<file path="config.mk">
export PLATFORM = sky130hd
export DESIGN_NAME = control_conteo
export DESIGN_NICKNAME = d
export VERILOG_FILES = /design/src/rtl/control_conteo.sv
export SDC_FILE = /design/constraint.sdc
export NUM_CORES = 1
export LEC_CHECK = 0
export CORE_ASPECT_RATIO = 1.75
export CORE_MARGIN = 4
export CORE_UTILIZATION = 50
export DETAILED_ROUTE_END_ITERATION = 7
export DONT_BUFFER_PORTS = 1
export GPL_ROUTABILITY_DRIVEN = 0
export PLACE_DENSITY = 0.69
export SLEW_MARGIN = 20
export SYNTH_ARGS = -nofsm -noshare
export SYNTH_HDL_FRONTEND = slang
export SYNTH_SLANG_ARGS = --single-unit
</file>
<file path="constraint.sdc">
create_clock -name clk50MHz -period 2.79 [get_ports clk50MHz]
set_input_delay 0.837 -clock clk50MHz [delete_from_list [all_inputs] [get_ports clk50MHz]]
set_output_delay 0.837 -clock clk50MHz [all_outputs]
set_load 0.01 [all_outputs]
</file>
<file path="src/rtl/control_conteo.sv">
// Run/stop/clear sequencer for the 4-digit BCD counter: button conditioning, IDLE/RUN/PAUSE FSM,
// single-cycle count_en/clear strobes. Optional macro CONTROL_CONTEO_STOP_AT_MAX_EN halts at 9999.
module control_conteo #(
    parameter int DEB_CYCLES = 1_000_000,
    parameter int TICK_DIV   = 5_000_000
) (
    input  logic       clk50MHz,
    input  logic       reset,
    input  logic       btn_run,
    input  logic       btn_clr,
    input  logic       puls_ext,
    input  logic       sel1,
    input  logic       fin_cuenta,
    output logic       count_en,
    output logic       clear,
    output logic [1:0] estado,
    output logic       running
);

    localparam int DEB_W  = (DEB_CYCLES > 1) ? $clog2(DEB_CYCLES + 1) : 1;
    localparam int TICK_W = $clog2(TICK_DIV);
    localparam int N_BTN  = 3;

    typedef enum logic [1:0] {
        S_IDLE  = 2'b00,
        S_RUN   = 2'b01,
        S_PAUSE = 2'b10
    } state_t;

    // Channel order: 0 = run/stop, 1 = clear, 2 = manual step
    logic [N_BTN-1:0] w_btn_raw;
    logic [N_BTN-1:0] r_sync1;
    logic [N_BTN-1:0] r_sync2;
    logic [N_BTN-1:0] r_deb;
    logic [N_BTN-1:0] r_deb_d;
    logic [DEB_W-1:0] r_deb_cnt [N_BTN];
    logic [N_BTN-1:0] w_ev;

    logic              r_sel_s1;
    logic              r_sel_s2;
    logic [TICK_W-1:0] r_presc;
    logic              w_tick;
    logic              w_ev_run;
    logic              w_ev_clr;
    logic              w_ev_step;
    logic              w_count_req;

    state_t r_state;
    logic   r_count_en;
    logic   r_clear;

    assign w_btn_raw = {puls_ext, btn_clr, btn_run};

    // Synchronizer + debouncer per button. The debounced level moves only after the
    // synchronized level has disagreed with it for DEB_CYCLES consecutive cycles.
    always_ff @(posedge clk50MHz) begin
        if (reset) begin
            r_sync1 <= '0;
            r_sync2 <= '0;
            r_deb   <= '0;
            r_deb_d <= '0;
            for (int i = 0; i < N_BTN; i++) begin
                r_deb_cnt[i] <= '0;
            end
        end else begin
            r_sync1 <= w_btn_raw;
            r_sync2 <= r_sync1;
            r_deb_d <= r_deb;
            for (int i = 0; i < N_BTN; i++) begin
                if (r_sync2[i] != r_deb[i]) begin
                    if (r_deb_cnt[i] == DEB_W'(DEB_CYCLES - 1)) begin
                        r_deb[i]     <= r_sync2[i];
                        r_deb_cnt[i] <= '0;
                    end else begin
                        r_deb_cnt[i] <= r_deb_cnt[i] + DEB_W'(1);
                    end
                end else begin
                    r_deb_cnt[i] <= '0;
                end
            end
        end
    end

    assign w_ev      = r_deb & ~r_deb_d;
    assign w_ev_run  = w_ev[0];
    assign w_ev_clr  = w_ev[1];
    assign w_ev_step = w_ev[2];

    always_ff @(posedge clk50MHz) begin
        if (reset) begin
            r_sel_s1 <= 1'b0;
            r_sel_s2 <= 1'b0;
        end else begin
            r_sel_s1 <= sel1;
            r_sel_s2 <= r_sel_s1;
        end
    end

    // Prescaler is held at zero outside RUN so every entry into RUN starts a full period.
    assign w_tick = (r_state == S_RUN) && (r_presc == TICK_W'(TICK_DIV - 1));

    always_ff @(posedge clk50MHz) begin
        if (reset || (r_state != S_RUN)) begin
            r_presc <= '0;
        end else if (w_tick) begin
            r_presc <= '0;
        end else begin
            r_presc <= r_presc + TICK_W'(1);
        end
    end

    // Ticks still arrive in manual mode; the mode select simply ignores them.
    assign w_count_req = r_sel_s2 ? w_ev_step : w_tick;

`ifndef CONTROL_CONTEO_STOP_AT_MAX_EN
    logic w_unused_fin_cuenta;
    assign w_unused_fin_cuenta = fin_cuenta;
`endif

    always_ff @(posedge clk50MHz) begin
        if (reset) begin
            r_state    <= S_IDLE;
            r_count_en <= 1'b0;
            r_clear    <= 1'b0;
        end else begin
            r_count_en <= 1'b0;
            r_clear    <= 1'b0;
            if (w_ev_clr) begin
                r_state <= S_IDLE;
                r_clear <= 1'b1;
            end else begin
                case (r_state)
                    S_IDLE: begin
                        if (w_ev_run) begin
                            r_state <= S_RUN;
                        end
                    end
                    S_RUN: begin
                        if (w_ev_run) begin
                            r_state <= S_PAUSE;
                        end else if (w_count_req) begin
`ifdef CONTROL_CONTEO_STOP_AT_MAX_EN
                            // Counter already shows 9999: freeze there instead of wrapping
                            if (fin_cuenta) begin
                                r_state <= S_PAUSE;
                            end else begin
                                r_count_en <= 1'b1;
                            end
`else
                            r_count_en <= 1'b1;
`endif
                        end
                    end
                    S_PAUSE: begin
                        if (w_ev_run) begin
                            r_state <= S_RUN;
                        end
                    end
                    default: begin
                        r_state <= S_IDLE;
                    end
                endcase
            end
        end
    end

    assign count_en = r_count_en;
    assign clear    = r_clear;
    assign estado   = r_state;
    assign running  = (r_state == S_RUN);

endmodule
</file>
==> results by group <==
Synth
  • Yosys warning count: 0
  • Seq/Total Area, Yosys: 53.14%
  • Post-synth ARST share: 0%
  • Top FF cell, synth: edfxtp_1
  • Area of the mapped netlist: 4935 um2
  • Syn_area_per_cell: 9.969 um2
  • Netlist cell types: 38
  • EDFF count, synth: 60
  • Cells after Synth: 495
  • #FFs+latches synth: 101

CTS
  • Setup Fix Bufs, Post-CTS: 0
  • CTS tree: done
  • H-tree depth: 3
  • Clk sink count: 101
  • Post_cts resized: 0
  • CTS Buf Count: 9
  • CTS root buf: clkbuf_16
  • # hold bufs at CTS: 0
  • Clock slew at reported path FFs: 0.06 ns
  • CTS Buffer Depth: 2
  • Insertion delay to the later sink of the worst-skew pair: 0.34 ns

Finish
  • Share of cells above drive strength 1: 3.777%
  • Commonest cells after routing, fill and taps aside: edfxtp_1 (60), conb_1 (60), nor2_1 (58)
  • Fillers: 890
  • Final std cells w/o fill: 678
  • Total Nets Final: 562
  • Antenna cells: 0
  • Final Util: 57.89%
  • Synth-to-Final Area Change: 11.76%
  • Final Instance Area: 5515 um2

Routing
  • First drt pass iteration count: 4
  • Vias per Instance: 5.463
  • Routed WL: 8.523 mm
  • DRT iter0 DRCs: 157
  • Post-route ant nets: 0
  • # DRC: 0
  • WL/cell: 12.57 um
  • Via count: 3,704

Timing
  • Hold Fails Final Rpt: 0
  • Fin crit share: 80.83%
  • Post-layout min period: 2.255 ns
  • Final setup viols: 0
  • Post-route setup slack: 0.5348 ns
  • Final Skew: 0.005096 ns
  • Hold Worst Slack: 0.4328 ns
  • Setup TNS Final: 0 ns
  • Unrepaired setup endpoints after global routing: no
  • Final Slew Violations: 0
  • Fmax: 443.4 MHz

Placed design
  • Input/output buffers: 0
  • DP HPWL: 6.065 mm
  • Dpl cell area: 5261 um2
  • Placed cell count: 662
  • Dpl ws: 0.5345 ns

Die
  • Die Ht: 139.4 um
  • Core ar.: 9527 um2
  • I/O pin total: 12
  • Row cnt: 47
  • Chip width: 83.10 um
  • Die area: 11,590 um2
  • Starting Density: 51.80%

Critical path
  • Max FO, Critical Path: 20
  • Buf+Inv Stages, Crit Path: 1
  • CP peak stage delay: 0.54 ns
  • WP depth: 5
  • Reg2reg path depth: 5
  • CP top delay family: simple AND/OR/NAND/NOR gates
  • Crit-path cells: or4b_1 -> or4_4 -> o21ai_1 -> buf_4 -> nor2_1
  • Crit start category: flop
  • Crit path capture type: flop
  • Worst EP arrival: 2.34 ns
  • Worst setup path class: flop to flop
  • Slowest CP cell: or4b_1
  • R2R Setup Slk: 0.53 ns
  • Req. time, crit path: 2.88 ns

Global route
  • Vias in the first global route: 3,524
  • GR Overflow Total: 0
  • Initial antenna violation count: 0
  • Largest net degree at the start of global routing: 24
  • First-pass GRT wire length: 15.18 mm
  • GRT Overall Usage: 15.67%

Pwr
  • Overall Power: 2.849 mW
  • Pwr dens: 516.5 nW/um2
  • Leakage power: 1.797 nW
  • Maximum VDD drop: 0.3681 mV

Flow run
  • Total of max-cap violations: 0

Min path
  • Hold Crit Class: flop to flop
  • Hold Crit Depth: 1

Status
  • Run status: finished, final reports clean
## power breakdown
group          switching, mW  internal, mW  leakage [nW]
combinational         0.0480        0.0320         0.722
sequential            0.0420          1.62         0.951
clock                  0.502         0.604         0.125
total                  0.592          2.26          1.80
## worst paths after layout
kind	start	to
max	r_deb_cnt[1][12]	r_deb_cnt[1][7]
max reg2reg	r_deb_cnt[1][12]	r_deb_cnt[1][7]
min reg2reg	r_sel_s1	r_sel_s2
min	r_sel_s1	r_sel_s2
## worst register-to-register path, stage by stage (launching register included)
cell and delay, ns:
edfxtp_1 0.46, or4b_1 0.54, or4_4 0.53, o21ai_1 0.13, buf_4 0.25, nor2_1 0.08
## cell type report
| class | count | area [um2] | area share, % |
|---|---|---|---|
| clock buffers | 14 | 244.0 | 4.424 |
| clock inverters | 2 | 10.01 | 0.1815 |
| inverters | 16 | 60.06 | 1.089 |
| flip-flops and latches | 101 | 2623 | 47.55 |
| well taps | 122 | 152.6 | 2.768 |
| repair buffers | 4 | 30.03 | 0.5445 |
| multi-input cells | 419 | 2396 | 43.44 |
## flip-flops by register name (all words and copies together) (netlist names)
| name | flops |
|---|---|
| r_deb_cnt | 60 |
| r_presc | 23 |
| r_deb | 3 |
| r_deb_d | 3 |
| r_sync1 | 3 |
| r_sync2 | 3 |
| estado | 2 |
| clear | 1 |
| count_en | 1 |
| r_sel_s1 | 1 |
| r_sel_s2 | 1 |
## metal layers
metal  up-vias  GRT usage [%]  wire length, um
met1      1777          17.44             3578
met5         -              0                0
li1       1870              -                -
met3        10          2.365              234
met4         0          7.752              152
met2        47          28.64             4558
## cell families (layout without fill, tap and decap cells)
logic type | Yosys count | count (layout) | share of synthesized area [%]
simple gates | 232 | 232 | 25.76
xor+xnor | 46 | 46 | 8.164
buf+inv | 34 | 36 | 2.789
mux | 2 | 2 | 0.4564
compound gates | 75 | 75 | 8.595
flops | 101 | 101 | 53.14
other cells | 1 | 60 | 0.07599
fa+ha+maj | 4 | 4 | 1.014
## synth_stat cells (2+ instances only)
library cell / number / area, um2
a21oi_1: 34 / 170.2
and2_1: 5 / 31.28
and3_1: 9 / 56.30
and4_1: 6 / 52.55
buf_2: 8 / 40.04
clkbuf_1: 10 / 37.54
dfxtp_1: 41 / 820.8
edfxtp_1: 60 / 1802
ha_1: 4 / 50.05
inv_1: 16 / 60.06
mux2_2: 2 / 22.52
nand2_1: 20 / 75.07
nand2b_1: 2 / 12.51
nand3_1: 34 / 170.2
nand4_1: 22 / 137.6
nor2_1: 58 / 217.7
nor2b_1: 14 / 87.58
nor3_1: 7 / 35.03
nor3b_1: 2 / 15.01
nor4_1: 5 / 31.28
nor4b_1: 6 / 52.55
o21ai_0: 23 / 115.1
o21ai_1: 2 / 10.01
o31ai_1: 11 / 82.58
or3_1: 22 / 137.6
or4_1: 16 / 120.1
xnor2_1: 21 / 183.9
xor2_1: 25 / 219.0
No activity file was read; power rests on OpenSTA's default activity.
